[config.mk]
export PLATFORM = sky130hd
export DESIGN_NAME = core_mem_arbiter_flat
export DESIGN_NICKNAME = d
export VERILOG_FILES = /design/src/rtl/core_mem_arb_pkg.sv /design/src/rtl/core_mem_arbiter_if.sv /design/src/rtl/core_mem_arb_select.sv /design/src/rtl/core_mem_arbiter.sv /design/src/flat_wrapper.sv
export SDC_FILE = /design/constraint.sdc
export NUM_CORES = 1
export LEC_CHECK = 0
export ABC_AREA = 0
export BUFFER_PORTS_ARGS = -buffer_cell sky130_fd_sc_hd__clkbuf_2
export CORE_ASPECT_RATIO = 0.5
export CORE_MARGIN = 8
export CORE_UTILIZATION = 46
export CTS_CLUSTER_DIAMETER = 40
export DETAILED_ROUTE_END_ITERATION = 6
export PLACE_DENSITY = 0.78
export SLEW_MARGIN = 20
export SYNTH_ARGS = -nofsm -noshare
export SYNTH_HDL_FRONTEND = slang
export SYNTH_HIERARCHICAL = 1
export SYNTH_SLANG_ARGS = --single-unit
[constraint.sdc]
create_clock -name clk -period 6 [get_ports clk]
set_input_delay 1.2 -clock clk [delete_from_list [all_inputs] [get_ports clk]]
set_output_delay 1.2 -clock clk [all_outputs]
set_load 0.05 [all_outputs]
[src/rtl/core_mem_arb_pkg.sv]
// rtl/core_mem_arb_pkg.sv - shared types and constants for the core memory arbiter
package core_mem_arb_pkg;

  typedef enum logic [1:0] {
    IDLE,
    ISSUE,
    RDWAIT,
    RESP
  } arb_state_t;

  typedef enum logic {
    PORT_I,
    PORT_D
  } arb_port_t;

  localparam logic [3:0] FETCH_BYTEENABLE = 4'b1111;

endpackage

[src/rtl/core_mem_arbiter_if.sv]
// rtl/core_mem_arbiter_if.sv - fetch, data and downstream Avalon-MM signal group
interface core_mem_arbiter_if;

  logic        i_read;
  logic [31:0] i_addr;
  logic [31:0] i_readdata;
  logic        i_waitrequest;

  logic        d_read;
  logic        d_write;
  logic [31:0] d_addr;
  logic [31:0] d_writedata;
  logic [3:0]  d_byteenable;
  logic [31:0] d_readdata;
  logic        d_waitrequest;

  logic [31:0] m_addr;
  logic [31:0] m_writedata;
  logic        m_read;
  logic        m_write;
  logic [3:0]  m_byteenable;
  logic [31:0] m_readdata;
  logic        m_waitrequest;

  // Arbiter side: serves the core ports and masters the interconnect.
  modport slave (
    input  i_read, i_addr, d_read, d_write, d_addr, d_writedata, d_byteenable,
    input  m_readdata, m_waitrequest,
    output i_readdata, i_waitrequest, d_readdata, d_waitrequest,
    output m_addr, m_writedata, m_read, m_write, m_byteenable
  );

  modport master (
    output i_read, i_addr, d_read, d_write, d_addr, d_writedata, d_byteenable,
    output m_readdata, m_waitrequest,
    input  i_readdata, i_waitrequest, d_readdata, d_waitrequest,
    input  m_addr, m_writedata, m_read, m_write, m_byteenable
  );

endinterface

[src/rtl/core_mem_arb_select.sv]
// rtl/core_mem_arb_select.sv - combinational grant decision with data streak limit
module core_mem_arb_select
  import core_mem_arb_pkg::*;
#(
  parameter int MAX_DATA_STREAK = 4
) (
  input  logic       i_req,
  input  logic       d_req,
  input  logic [3:0] data_streak,
  input  logic       arb_hold,
  output logic       grant_valid,
  output arb_port_t  grant_port
);

  always_comb begin
    grant_valid = !arb_hold && (i_req || d_req);
    grant_port  = PORT_D;
    // A pending fetch wins once data has used up its streak allowance.
    if (!d_req || (i_req && data_streak == 4'(MAX_DATA_STREAK)))
      grant_port = PORT_I;
  end

endmodule

[src/rtl/core_mem_arbiter.sv]
// rtl/core_mem_arbiter.sv - shares one Avalon-MM master between fetch and data ports
module core_mem_arbiter
  import core_mem_arb_pkg::*;
#(
  parameter int READ_LATENCY    = 1,
  parameter int MAX_DATA_STREAK = 4
) (
  input  logic              clk,
  input  logic              reset,
  input  logic              arb_hold,
  core_mem_arbiter_if.slave bus,
  output logic              grant_data
);

  arb_state_t state;
  arb_port_t  port;
  logic       is_write;
  logic [2:0] lat_cnt;
  logic [3:0] data_streak;

  logic       i_req;
  logic       d_req;
  logic       grant_valid;
  arb_port_t  grant_port;

  assign i_req = bus.i_read;
  assign d_req = bus.d_read | bus.d_write;

  core_mem_arb_select #(
    .MAX_DATA_STREAK(MAX_DATA_STREAK)
  ) u_select (
    .i_req      (i_req),
    .d_req      (d_req),
    .data_streak(data_streak),
    .arb_hold   (arb_hold),
    .grant_valid(grant_valid),
    .grant_port (grant_port)
  );

  always_ff @(posedge clk or posedge reset) begin
    if (reset) begin
      state             <= IDLE;
      port              <= PORT_I;
      is_write          <= 1'b0;
      lat_cnt           <= 3'd0;
      data_streak       <= 4'd0;
      grant_data        <= 1'b0;
      bus.m_read        <= 1'b0;
      bus.m_write       <= 1'b0;
      bus.m_addr        <= 32'd0;
      bus.m_writedata   <= 32'd0;
      bus.m_byteenable  <= 4'd0;
      bus.i_waitrequest <= 1'b1;
      bus.d_waitrequest <= 1'b1;
      bus.i_readdata    <= 32'd0;
      bus.d_readdata    <= 32'd0;
    end else begin
      case (state)
        IDLE: begin
          if (grant_valid) begin
            port       <= grant_port;
            state      <= ISSUE;
            grant_data <= (grant_port == PORT_D);
            if (grant_port == PORT_D) begin
              is_write         <= bus.d_write;
              bus.m_read       <= !bus.d_write;
              bus.m_write      <= bus.d_write;
              bus.m_addr       <= bus.d_addr;
              bus.m_writedata  <= bus.d_writedata;
              bus.m_byteenable <= bus.d_byteenable;
              // The streak only counts data grants that made a fetch wait.
              if (!i_req)
                data_streak <= 4'd0;
              else if (data_streak != 4'(MAX_DATA_STREAK))
                data_streak <= data_streak + 4'd1;
            end else begin
              is_write         <= 1'b0;
              bus.m_read       <= 1'b1;
              bus.m_write      <= 1'b0;
              bus.m_addr       <= bus.i_addr;
              bus.m_byteenable <= FETCH_BYTEENABLE;
              data_streak      <= 4'd0;
            end
          end
        end
        ISSUE: begin
          if (!bus.m_waitrequest) begin
            bus.m_read  <= 1'b0;
            bus.m_write <= 1'b0;
            lat_cnt     <= 3'd1;
            if (is_write) begin
              state <= RESP;
              if (port == PORT_D) bus.d_waitrequest <= 1'b0;
              else                bus.i_waitrequest <= 1'b0;
            end else begin
              state <= RDWAIT;
            end
          end
        end
        RDWAIT: begin
          if (lat_cnt == 3'(READ_LATENCY)) begin
            state <= RESP;
            if (port == PORT_D) begin
              bus.d_readdata    <= bus.m_readdata;
              bus.d_waitrequest <= 1'b0;
            end else begin
              bus.i_readdata    <= bus.m_readdata;
              bus.i_waitrequest <= 1'b0;
            end
          end else begin
            lat_cnt <= lat_cnt + 3'd1;
          end
        end
        RESP: begin
          bus.i_waitrequest <= 1'b1;
          bus.d_waitrequest <= 1'b1;
          state             <= IDLE;
        end
        default: state <= IDLE;
      endcase
    end
  end

endmodule

[src/flat_wrapper.sv]
// flat-port wrapper written by rule: the top's interface ports become plain ports
module core_mem_arbiter_flat import core_mem_arb_pkg::*;
#(
  parameter int READ_LATENCY    = 1,
  parameter int MAX_DATA_STREAK = 4
)
  (clk, reset, arb_hold, grant_data, bus_i_read, bus_i_addr, bus_d_read, bus_d_write, bus_d_addr, bus_d_writedata, bus_d_byteenable, bus_m_readdata, bus_m_waitrequest, bus_i_readdata, bus_i_waitrequest, bus_d_readdata, bus_d_waitrequest, bus_m_addr, bus_m_writedata, bus_m_read, bus_m_write, bus_m_byteenable);
  core_mem_arbiter_if bus_i ();
  input  logic clk;
  input  logic reset;
  input  logic arb_hold;
  output logic grant_data;
  input wire logic [$bits(bus_i.i_read)-1:0] bus_i_read;
  input wire logic [$bits(bus_i.i_addr)-1:0] bus_i_addr;
  input wire logic [$bits(bus_i.d_read)-1:0] bus_d_read;
  input wire logic [$bits(bus_i.d_write)-1:0] bus_d_write;
  input wire logic [$bits(bus_i.d_addr)-1:0] bus_d_addr;
  input wire logic [$bits(bus_i.d_writedata)-1:0] bus_d_writedata;
  input wire logic [$bits(bus_i.d_byteenable)-1:0] bus_d_byteenable;
  input wire logic [$bits(bus_i.m_readdata)-1:0] bus_m_readdata;
  input wire logic [$bits(bus_i.m_waitrequest)-1:0] bus_m_waitrequest;
  output wire logic [$bits(bus_i.i_readdata)-1:0] bus_i_readdata;
  output wire logic [$bits(bus_i.i_waitrequest)-1:0] bus_i_waitrequest;
  output wire logic [$bits(bus_i.d_readdata)-1:0] bus_d_readdata;
  output wire logic [$bits(bus_i.d_waitrequest)-1:0] bus_d_waitrequest;
  output wire logic [$bits(bus_i.m_addr)-1:0] bus_m_addr;
  output wire logic [$bits(bus_i.m_writedata)-1:0] bus_m_writedata;
  output wire logic [$bits(bus_i.m_read)-1:0] bus_m_read;
  output wire logic [$bits(bus_i.m_write)-1:0] bus_m_write;
  output wire logic [$bits(bus_i.m_byteenable)-1:0] bus_m_byteenable;
  assign bus_i.i_read = bus_i_read;
  assign bus_i.i_addr = bus_i_addr;
  assign bus_i.d_read = bus_d_read;
  assign bus_i.d_write = bus_d_write;
  assign bus_i.d_addr = bus_d_addr;
  assign bus_i.d_writedata = bus_d_writedata;
  assign bus_i.d_byteenable = bus_d_byteenable;
  assign bus_i.m_readdata = bus_m_readdata;
  assign bus_i.m_waitrequest = bus_m_waitrequest;
  assign bus_i_readdata = bus_i.i_readdata;
  assign bus_i_waitrequest = bus_i.i_waitrequest;
  assign bus_d_readdata = bus_i.d_readdata;
  assign bus_d_waitrequest = bus_i.d_waitrequest;
  assign bus_m_addr = bus_i.m_addr;
  assign bus_m_writedata = bus_i.m_writedata;
  assign bus_m_read = bus_i.m_read;
  assign bus_m_write = bus_i.m_write;
  assign bus_m_byteenable = bus_i.m_byteenable;
  core_mem_arbiter #(.READ_LATENCY(READ_LATENCY), .MAX_DATA_STREAK(MAX_DATA_STREAK)) u_core (.clk(clk), .reset(reset), .arb_hold(arb_hold), .bus(bus_i), .grant_data(grant_data));
endmodule
== Word-level counts from Yosys, hierarchy flattened ==
Cells that the tools add are included.
W data, S select, Z words.
Word-level totals
  register bits: 147
  bits in latches: 0
  bits in writable memories: 0
  bits in read-only memories: 0
  bits of input ports: 139
  output and inout bits: 137
  word-level logic and storage cells: 82
  memories kept: 0
Cells by class
  $add $sub $neg: 2
  $mul: 0
  divide/modulo/power cells: 0
  $lt $le $gt $ge: 0
  eq/ne operators: 12
  shift-type cells: 0
  multiplexer cells: 31
  bitwise operators: 3
  reductions and logical operators: 20
Operators by type and width (count)
  $mux W32: 1
  $reduce_and A3 Y1: 7
  $mux W4: 4
  $mux W1: 15
  $pmux W2 S4: 1
  $mux W2: 3
  $mux W3: 2
  $ne A2 B1 Y1 const B: 3
  $pmux W1 S3: 2
  $pmux W3 S2: 1
  $add A4 B1 Y4 const B: 1
  $eq A2 B2 Y1 const B: 2
  $eq A4 B3 Y1 const B: 1
  $ne A2 B2 Y1 const B: 2
  $ne A4 B3 Y1 const B: 1
  $pmux W1 S2: 2
  $reduce_and A4 Y1: 1
  $reduce_bool A2 Y1: 2
  $add A3 B1 Y3 const B: 1
  $eq A3 B1 Y1 const B: 1
  $logic_not A1 Y1: 3
  $ne A3 B1 Y1 const B: 1
  $reduce_bool A3 Y1: 1
  $eq A2 B1 Y1 const B: 1
  6 further kinds: 9

== Depth between registers and ports, before layout ==
Gate-level depths: netlist of the first run.
  depth in word-level cells: 6
  gate-level depth with buffers: 9
  depth with buffers taken out: 6

== By module ==
Netlist of the first run, hierarchy kept.
By module, submodules not included
  core_mem_arbiter: times used 1, cells each 453, area an instance 6150.9 um^2, sequential area each 3681.0 um^2
  core_mem_arb_select: times used 1, cells each 4, area an instance 30.0 um^2, sequential area each 0.0 um^2

== Worst setup path after synthesis of the first run ==
OpenSTA, ideal clock, no wires.
  path kind: in2reg
  start: input bus_d_write
  end: register u_core.bus.m_writedata[10]
  setup time: 0.125 ns
  data arrival time: 2.652 ns
  data required time: 5.875 ns
  slack: 3.223 ns
  cell stages on the path: 9
  path buffers: 3
  cell sequence: or2_2 nor2_1 nor2_1 and2_1 buf_4 nand2_1 buf_4 buf_6 mux2_2
Between the ends
  elaborated cells between the ends (all ways): 7
RTL lines
  start: declaration: RTL line flat_wrapper.sv:16  | input wire logic [$bits(bus_i.d_write)-1:0] bus_d_write;
  $or A1 B1 Y1: RTL line core_mem_arbiter.sv:27  | assign d_req = bus.d_read | bus.d_write;
  $logic_or A1 B1 Y1: RTL line core_mem_arb_select.sv:16  | grant_valid = !arb_hold && (i_req || d_req);
  $logic_and A1 B1 Y1: RTL line core_mem_arb_select.sv:16
  named net u_core.grant_valid: RTL line core_mem_arbiter.sv:23  | logic grant_valid;
  $reduce_and A3 Y1 (no line)
  end signal: assignment: RTL line core_mem_arbiter.sv:69  | bus.m_writedata <= bus.d_writedata;
  end: declaration: RTL line core_mem_arbiter_if.sv:30  | output m_addr, m_writedata, m_read, m_write, m_byteenable
The timed path passes the listed nets, and every way through them passes these cells.
A chain may end at the register's enable or synchronous reset.

== Worst setup path in the final report of the first run ==
  start: input bus_d_write
  end: register u_core.bus.m_writedata[0]
Between the ends
  elaborated cells between the ends (all ways): 7
RTL lines
  $or A1 B1 Y1: RTL line core_mem_arbiter.sv:27
  named net u_core.d_req: RTL line core_mem_arbiter.sv:22  | logic d_req;
  $logic_or A1 B1 Y1: RTL line core_mem_arb_select.sv:16
  $logic_and A1 B1 Y1: RTL line core_mem_arb_select.sv:16
  named net u_core.grant_valid: RTL line core_mem_arbiter.sv:23
  $reduce_and A3 Y1 (no line)
The timed path passes the listed nets, and every way through them passes these cells.

==> results of run 1 <==
through the flow:
step	cells	worst slack, ns
5_1_grt	919	2.928
6_report	919	3.173
3_3_place_gp	886	2.843
2_1_floorplan	457	0.8520
4_1_cts	918	2.928
3_5_place_dp	886	2.796
logic make-up after synthesis:
group / after synthesis
buf+inv: 40
mux: 131
fa+ha+maj: 8
simple gates: 65
flops: 147
compound gates: 66
final timing paths:
kind                                                                to  depth (start not counted)
max in group asynchronous       u_core/bus.m_writedata[30]$_DFFE_PP0P_                          3
worst max-delay path             u_core/bus.m_writedata[0]$_DFFE_PP0P_                          8
worst min-delay path              u_core/bus.d_waitrequest$_DFFE_PP1P_                          2
min in group asynchronous         u_core/bus.d_readdata[5]$_DFFE_PP0P_                          2
worst max register to register   u_core/bus.i_readdata[15]$_DFFE_PP0P_                          6
worst min register to register    u_core/bus.d_waitrequest$_DFFE_PP1P_                          2
routing by layer:
metal,share of wire,global-route usage,vias up
li1,-,-,2167
met1,0.39,0.1891,2169
met2,0.55,0.3316,123
met3,0.045,0.04928,20
met4,0.017,0.06684,0
met5,0,0,-
synth_stat cells, types with 2 or more instances:
master,number
o2bb2ai_1,4
dfstp_2,2
a31o_2,2
mux2_2,93
nor2b_1,3
o21ai_0,36
ha_1,8
nor2_1,3
mux2_1,6
mux2i_1,32
nand2_1,42
buf_4,2
dfrtp_1,145
a21oi_1,6
a22o_1,2
nor3b_1,2
a31oi_1,2
o22a_1,5
and2_1,2
or2_2,2
buf_2,12
clkbuf_1,7
a221oi_1,3
nand2b_1,3
inv_1,12
buf_6,6
final cells by class:
class	count	area [um^2]	share of cell area
sequential	147	3681	0.4437
multi-input combinational	270	2296	0.2767
timing repair buffer	281	1428	0.1721
clock buffer	18	439.2	0.05293
tap	176	220.2	0.02654
clock inverter	14	178.9	0.02157
inverter	13	53.80	0.006485
state kept, by name, summed over array words and instances (netlist names):
name	count
u_core/bus.d_readdata	32
u_core/bus.d_waitrequest	1
u_core/bus.i_readdata	32
u_core/bus.i_waitrequest	1
u_core/bus.m_addr	32
u_core/bus.m_byteenable	4
u_core/bus.m_read	1
u_core/bus.m_write	1
u_core/bus.m_writedata	32
u_core/data_streak	4
u_core/is_write	1
u_core/lat_cnt	3
u_core/port	1
u_core/state	2
critical path, stage by stage:
cell and delay [ns]:
clkbuf_2 0.11, or2_2 0.31, nor2_1 0.10, nor2_1 0.09
and2_1 0.28, nand2_1 0.20, buf_4 0.41, mux2_2 0.40
==> summary.txt, run 1 <==
STA
  • Setup repair after global routing missed its margin: no
  • Relative slew slack: 0.3431
  • Final Cycle Share: 0.4711
  • Hold_ws: 0.4652 ns
  • Setup violations, final: 0
  • Slew Limit Fails: 0
  • Max Freq: 0.3538 GHz
  • Worst Tran Pin Value: 0.9819 ns
  • Worst Skew: 0.01145 ns
  • Final hold vios: 0
  • Final worst path period need: 2.827 ns
  • TNS Setup: 0 ns

Global route
  • GR Overflow Total: 0
  • GRT Overall Usage: 0.1772
  • Initial antenna violation count: 0
  • Largest net degree at the start of global routing: 83
  • Vias in the first global route: 4909
  • First-pass GRT wire length: 25250 um

Routing
  • DRT Pass-1 Iters: 4
  • Starting DRT DRC Count: 227
  • Antenna-violating nets left: 0
  • DRT Wirelength: 15620 um
  • Drc violations: 0
  • Drt wl/cell: 16.99 um
  • DR vias: 4479
  • Post-DR vias/cell: 4.874

Final layout
  • Fin util: 0.6226
  • N_diodes: 0
  • # fillers: 1098
  • Commonest non-fill, non-tap cell in the layout: clkbuf_2
  • Nets: 877
  • Area growth, synth to finish: 34.23%
  • Design area: 8297 um^2
  • Layout cells sized above 1: 0.5626
  • Most frequent cells in the layout: 275 x clkbuf_2, 145 x dfrtp_1, 93 x mux2_2, 41 x nand2_1, 36 x o21ai_0

Synthesis
  • Share of the synthesized area in the top cell type: 0.5870
  • Number of enable flip-flop cells after synthesis: 0
  • Async set or reset register ratio after synthesis: 1.000
  • Post-synthesis compound-gate area fraction: 0.06721
  • Area leader, netlist: dfrtp_1
  • Mapped Cells: 457
  • Ranking of synthesized cells by area: dfrtp_1 59%, mux2_2 17%, mux2i_1 5.2%, o21ai_0 2.9%, nand2_1 2.6%
  • Simple-Gate Fraction of Synth Area: 0.05364
  • Synthesis-stage register bit count: 147
  • Post-synthesis average cell area: 13.53 um^2
  • Mux share of post-synthesis cell area: 0.2322
  • Net Count, Synth: 604
  • XOR/XNOR share of the synthesized area: 0
  • Adder-cell share of the synthesized area: 0.01619
  • Distinct cells, synth: 41
  • Dominant synthesized flop cell: dfrtp_1
  • Syn Std Cell Area: 6181 um^2
  • Yosys warns: 6
  • Post-synthesis sequential area ratio: 0.5955
  • Main combinational cell family by area after synthesis: multiplexers

Critical path
  • CP Max Fanout: 34
  • R2R setup slack: 3.50 ns
  • Setup CP Type: input port to flip-flop
  • Worst reg2reg startpoint: u_core/state[0]$_DFFE_PP0P_
  • CP required: 6.28 ns
  • Startpoint class of the critical path: input port
  • Worst setup startpoint: bus_d_write
  • Critical Path AT: 3.11 ns
  • Crit end category: flip-flop

Clock tree
  • CTS buffer count: 17
  • CTS resizes: 0
  • Clock tree buffer depth: 2
  • Number of post-CTS setup repair buffers: 0
  • Clock Latency Late Sink: 0.41 ns
  • Clock Tree Root: clkbuf_16
  • TritonCTS clock tree: yes
  • H-tree depth: 4
  • Worst-path clk slew: 0.06 ns
  • CTS Hold Bufs: 0
  • Clock sink count: 147

Placed design
  • DP HPWL: 11780 um
  • RePlAce Congestion: 0.7402
  • IO Port Bufs: 275
  • Post-place instance area: 7665 um^2

Floorplanning
  • Die Footprint: 17630 um^2
  • Number of placement rows: 30
  • Starting Density: 0.4638
  • Die X: 179.9 um
  • Core area: 13330 um^2
  • Die Y: 97.97 um
  • I/O pin count: 276

Hold path
  • Hold Crit Class: flip-flop to flip-flop
  • Hold Crit Start: u_core/bus.d_waitrequest$_DFFE_PP1P_

Run status
  • Status: finished, final reports clean

Job
  • Max cap viols: 0
Power of run 1 is left out: the tool's default activity adds up to more than one toggle a clock period on the data nets, which glitch-free logic cannot reach.
==> run 2, diff against run 1 <==
==> constraint.sdc (replaced) <==
create_clock -name clk -period 2.8 [get_ports clk]
set_input_delay 0.56 -clock clk [delete_from_list [all_inputs] [get_ports clk]]
set_output_delay 0.56 -clock clk [all_outputs]
set_load 0.05 [all_outputs]
==> run 2 against run 1 <==
Worst setup slack lost 2.5 ns. Register-to-register slack got worse by 2.9 ns. Via count is 0.25% higher. Critical path depth is 2 lower. Global-route usage decreased by 0.19 points. Final cell count up 0.65%.
==> summary.txt, run 2 (same netlist as run 1, synthesis figures left out) <==
Run status
  • Status: finished, final reports clean

Final layout
  • Layout cells sized above 1: 0.5594 (-0.003172)
  • Commonest non-fill, non-tap cell in the layout: clkbuf_2
  • Area growth, synth to finish: 35.79%
  • Most frequent cells in the layout: 275 x clkbuf_2, 145 x dfrtp_1, 93 x mux2_2, 41 x nand2_1, 36 x o21ai_0
  • Nets: 883 (+0.68%)
  • N_diodes: 0 (unchanged)
  • FF/Latch Area: 3681 um^2 (unchanged)
  • Multi-input gate area: 2296 um^2 (unchanged)
  • # fillers: 1061 (-3.4%)
  • Fin util: 0.6299 (+0.007230)

Clock tree
  • Worst-path clk slew: 0.06 ns (about the same)
  • CTS Hold Bufs: 0 (unchanged)
  • Clock Tree Root: clkbuf_16
  • CTS buffer count: 17 (unchanged)
  • Clock Latency Late Sink: 0.40 ns (about the same)
  • Clock sink count: 147 (unchanged)
  • Clock tree buffer depth: 2 (unchanged)
  • H-tree depth: 4 (unchanged)
  • Number of post-CTS setup repair buffers: 0 (unchanged)
  • CTS resizes: 0 (unchanged)
  • TritonCTS clock tree: yes

Floorplanning
  • Die Footprint: 17630 um^2 (unchanged)
  • Die X: 179.9 um (unchanged)
  • Starting Density: 0.4638 (unchanged)
  • Die Y: 97.97 um (unchanged)
  • Core area: 13330 um^2 (unchanged)
  • I/O pin count: 276 (unchanged)
  • Number of placement rows: 30 (unchanged)

Critical path
  • R2R depth: 6 (unchanged)
  • Setup CP Type: flip-flop to flip-flop
  • Worst reg2reg startpoint: u_core/state[0]$_DFFE_PP0P_
  • Critical Path AT: 2.43 ns (-0.68 ns)
  • RR Endpoint: u_core/bus.i_readdata[30]$_DFFE_PP0P_
  • R2R setup slack: 0.65 ns (-2.85 ns)
  • CP required: 3.08 ns (-3.20 ns)
  • Startpoint class of the critical path: flip-flop
  • Crit end category: flip-flop
  • CP Max Fanout: 13 (-62%)

Routing
  • DRT Wirelength: 15450 um (-1.1%)
  • Starting DRT DRC Count: 159 (-30%)
  • DRT Pass-1 Iters: 4 (unchanged)
  • DR vias: 4490 (+0.25%)
  • Drc violations: 0 (unchanged)
  • Antenna-violating nets left: 0 (unchanged)
  • Drt wl/cell: 16.70 um (-1.7%)
  • Post-DR vias/cell: 4.854 (-0.40%)

Job
  • Max cap viols: 0 (unchanged)

STA
  • Max Freq: 0.4645 GHz
  • Relative slew slack: 0.5331 (+0.1900)
  • Setup violations, final: 0 (unchanged)
  • Setup repair after global routing missed its margin: no
  • Final Cycle Share: 0.7688
  • Worst Tran Pin Value: 0.7004 ns (-0.2816 ns)
  • Worst Skew: 0.01186 ns (+0.0004057 ns)
  • Slew Limit Fails: 0 (unchanged)
  • Final worst path period need: 2.153 ns
  • Hold_ws: 0.2852 ns (-0.1800 ns)
  • TNS Setup: 0 ns (unchanged)
  • Final hold vios: 0 (unchanged)

Placed design
  • RePlAce Congestion: 0.7617 (+2.9%)
  • DP HPWL: 11890 um (+0.92%)
  • IO Port Bufs: 275 (unchanged)

Global route
  • Largest net degree at the start of global routing: 94 (+13%)
  • Initial antenna violation count: 0 (unchanged)
  • GR Overflow Total: 0 (unchanged)
  • First-pass GRT wire length: 25190 um (-0.25%)
  • Vias in the first global route: 4979 (+1.4%)
  • GRT Overall Usage: 0.1754 (-0.001879)

Hold path
  • Hold Crit Class: input port to asynchronous set/reset pin
-- run 2: worst max-delay path: stages, from the launching register on --
cell and delay [ns]:
dfrtp_1 0.42, inv_1 0.10, ha_1 0.44, inv_2 0.12, nor4b_4 0.34, buf_4 0.26, mux2_2 0.36
-- run 2: metal layers --
layer	global-route usage	vias to the layer above	wire length, um
li1	-	2178	-
met1	0.1879	2185	6077
met2	0.3333	117	8557
met3	0.04817	10	658
met4	0.05347	0	157
met5	0	-	0
-- run 2: area by class of cell --
| class | instances | area share |
|---|---|---|
| inverter | 13 | 0.006261 |
| multi-input combinational | 270 | 0.2736 |
| timing repair buffer | 287 | 0.1792 |
| clock buffer | 23 | 0.05456 |
| sequential | 147 | 0.4386 |
| clock inverter | 9 | 0.02162 |
| tap | 176 | 0.02624 |
-- run 2: metrics by stage --
stage / cell area [um^2] / worst slack, ns / cells
2_1_floorplan: 6185 / 0.3946 / 457
3_3_place_gp: 7754 / 0.6404 / 893
3_5_place_dp: 7754 / 0.5969 / 893
4_1_cts: 8393 / 0.6480 / 925
5_1_grt: 8393 / 0.5120 / 925
6_report: 8393 / 0.6474 / 925
-- run 2: worst max-delay path by stage --
stage | cells after the start | endpoint | startpoint
final | 6 | u_core/bus.i_readdata[30]$_DFFE_PP0P_ | u_core/state[0]$_DFFE_PP0P_
after global routing | 6 | u_core/bus.i_readdata[20]$_DFFE_PP0P_ | u_core/state[0]$_DFFE_PP0P_
after CTS | 6 | u_core/bus.i_readdata[30]$_DFFE_PP0P_ | u_core/state[0]$_DFFE_PP0P_
after detailed placement | 8 | u_core/bus.m_writedata[24]$_DFFE_PP0P_ | bus_d_write
after global placement | 8 | u_core/bus.m_writedata[20]$_DFFE_PP0P_ | bus_d_write
after floorplan | 1 | u_core/bus.d_readdata[0]$_DFFE_PP0P_ | reset
Power of run 2 is left out for the same reason.
==> run 3, diff against run 2 <==
==> constraint.sdc (replaced) <==
create_clock -name clk -period 2.1 [get_ports clk]
set_input_delay 0.42 -clock clk [delete_from_list [all_inputs] [get_ports clk]]
set_output_delay 0.42 -clock clk [all_outputs]
set_load 0.05 [all_outputs]
==> run 3 against run 2 <==
Register-to-register slack worse by 0.45 ns. Final cell count up 0.22%. Sequential share of layout area down 0.10 points. Non-clock buffer count up 2. Worst hold slack worse by 0.14 ns. Wire length up 0.56%. Worst setup slack worse by 0.45 ns. Critical path type unchanged.
==> summary.txt, run 3 (same netlist as run 1, synthesis figures left out) <==
Run status
  • Status: finished, final reports clean

Critical path
  • Crit end category: flip-flop
  • Startpoint class of the critical path: flip-flop
  • CP Max Fanout: 16 (+3)
  • RR Endpoint: u_core/bus.i_readdata[17]$_DFFE_PP0P_
  • Critical Path AT: 2.18 ns (-0.25 ns)
  • Worst reg2reg startpoint: u_core/state[0]$_DFFE_PP0P_
  • CP required: 2.38 ns (-0.70 ns)
  • R2R depth: 6 (unchanged)
  • Setup CP Type: flip-flop to flip-flop
  • R2R setup slack: 0.20 ns (-0.45 ns)

Global route
  • First-pass GRT wire length: 25190 um (unchanged)
  • Initial antenna violation count: 0 (unchanged)
  • GR Overflow Total: 0 (unchanged)
  • Vias in the first global route: 5010 (+0.62%)
  • Largest net degree at the start of global routing: 76 (-19%)
  • GRT Overall Usage: 0.1740 (-0.001371)

Final layout
  • Layout cells sized above 1: 0.5646 (+0.005168)
  • Commonest non-fill, non-tap cell in the layout: clkbuf_2
  • Area growth, synth to finish: 36.11%
  • Most frequent cells in the layout: 275 x clkbuf_2, 145 x dfrtp_1, 93 x mux2_2, 41 x nand2_1, 36 x o21ai_0
  • # fillers: 1038 (-2.2%)
  • Nets: 885 (+0.23%)
  • N_diodes: 0 (unchanged)

STA
  • Setup repair after global routing missed its margin: no
  • Final worst path period need: 1.901 ns (-0.2517 ns)
  • Final Cycle Share: 0.9052 (+0.1364)
  • Worst Tran Pin Value: 0.4316 ns (-0.2687 ns)
  • Relative slew slack: 0.7048 (+0.1717)
  • Hold_ws: 0.1492 ns (-0.1360 ns)
  • Max Freq: 0.5261 GHz (+13%)
  • Final hold vios: 0 (unchanged)
  • Setup violations, final: 0 (unchanged)
  • Slew Limit Fails: 0 (unchanged)
  • Worst Skew: 0.01237 ns (+0.0005149 ns)

Routing
  • Starting DRT DRC Count: 195 (+23%)
  • DR vias: 4567 (+1.7%)
  • Drc violations: 0 (unchanged)
  • Drt wl/cell: 16.76 um (+0.34%)
  • Post-DR vias/cell: 4.927 (+1.5%)
  • DRT Wirelength: 15540 um (+0.56%)
  • Antenna-violating nets left: 0 (unchanged)
  • DRT Pass-1 Iters: 5 (+1)

Floorplanning
  • Core area: 13330 um^2 (unchanged)
  • Die Footprint: 17630 um^2 (unchanged)
  • I/O pin count: 276 (unchanged)
  • Die X: 179.9 um (unchanged)
  • Die Y: 97.97 um (unchanged)
  • Number of placement rows: 30 (unchanged)
  • Starting Density: 0.4638 (unchanged)

Clock tree
  • Clock Latency Late Sink: 0.41 ns (about the same)
  • CTS resizes: 0 (unchanged)
  • CTS buffer count: 17 (unchanged)
  • Worst-path clk slew: 0.06 ns (about the same)
  • Clock sink count: 147 (unchanged)
  • TritonCTS clock tree: yes
  • CTS Hold Bufs: 0 (unchanged)
  • Clock Tree Root: clkbuf_16
  • Number of post-CTS setup repair buffers: 0 (unchanged)
  • Clock tree buffer depth: 2 (unchanged)
  • H-tree depth: 4 (unchanged)

Placed design
  • IO Port Bufs: 275 (unchanged)
  • RePlAce Congestion: 0.7710 (+1.2%)
  • DP HPWL: 11760 um (-1.1%)

Hold path
  • Hold Crit Class: input port to asynchronous set/reset pin

Job
  • Max cap viols: 0 (unchanged)
==> run 3: worst max-delay path by stage <==
| stage | start | endpoint | slack (ns) | depth (start not counted) |
|---|---|---|---|---|
| after floorplan | reset | u_core/bus.d_readdata[0]$_DFFE_PP0P_ | -0.17 | 1 |
| after global placement | bus_d_write | u_core/bus.m_writedata[22]$_DFFE_PP0P_ | 0.14 | 8 |
| after detailed placement | bus_d_write | u_core/bus.m_writedata[17]$_DFFE_PP0P_ | 0.12 | 8 |
| after CTS | u_core/state[0]$_DFFE_PP0P_ | u_core/bus.i_readdata[29]$_DFFE_PP0P_ | 0.21 | 6 |
| after global routing | u_core/state[0]$_DFFE_PP0P_ | u_core/bus.i_readdata[29]$_DFFE_PP0P_ | 0.14 | 6 |
| final | u_core/state[0]$_DFFE_PP0P_ | u_core/bus.i_readdata[17]$_DFFE_PP0P_ | 0.20 | 6 |
==> run 3: critical path, stage by stage, from the launching register on <==
cell	delay, ns
dfrtp_1	0.44
inv_1	0.12
ha_1	0.19
inv_2	0.07
nor4b_4	0.29
buf_4	0.30
mux2_2	0.37
==> run 3: cell type report <==
cell class              count  area (um^2)  area share
flip-flops and latches    147         3681      0.4375
clock inverters            13        173.9     0.02067
multi-input cells         270         2296      0.2729
repair buffers            289         1556      0.1850
inverters                  13        52.55    0.006246
well taps                 176        220.2     0.02617
clock buffers              19        432.9     0.05146
==> run 3: per-layer routing <==
metal  vias up  part of all wire  global-route usage
met5         -                 0                   0
met4         0             0.022             0.05792
met3        24             0.052             0.05372
met2       133              0.54              0.3307
met1      2234              0.38              0.1810
li1       2176                 -                   -
==> run 3: metrics by stage <==
step | instances | instance area (um^2) | setup slack, ns | setup TNS [ns] | util
final | 927 | 8413 | 0.1991 | 0 | 0.6314
after global routing | 927 | 8413 | 0.1381 | 0 | 0.6314
after CTS | 927 | 8413 | 0.2111 | 0 | 0.6314
after detailed placement | 895 | 7806 | 0.1205 | 0 | 0.5858
after global placement | 895 | 7806 | 0.1361 | 0 | 0.5858
after floorplan | 457 | 6185 | -0.1654 | -23.98 | -
Power of run 3 is left out for the same reason.
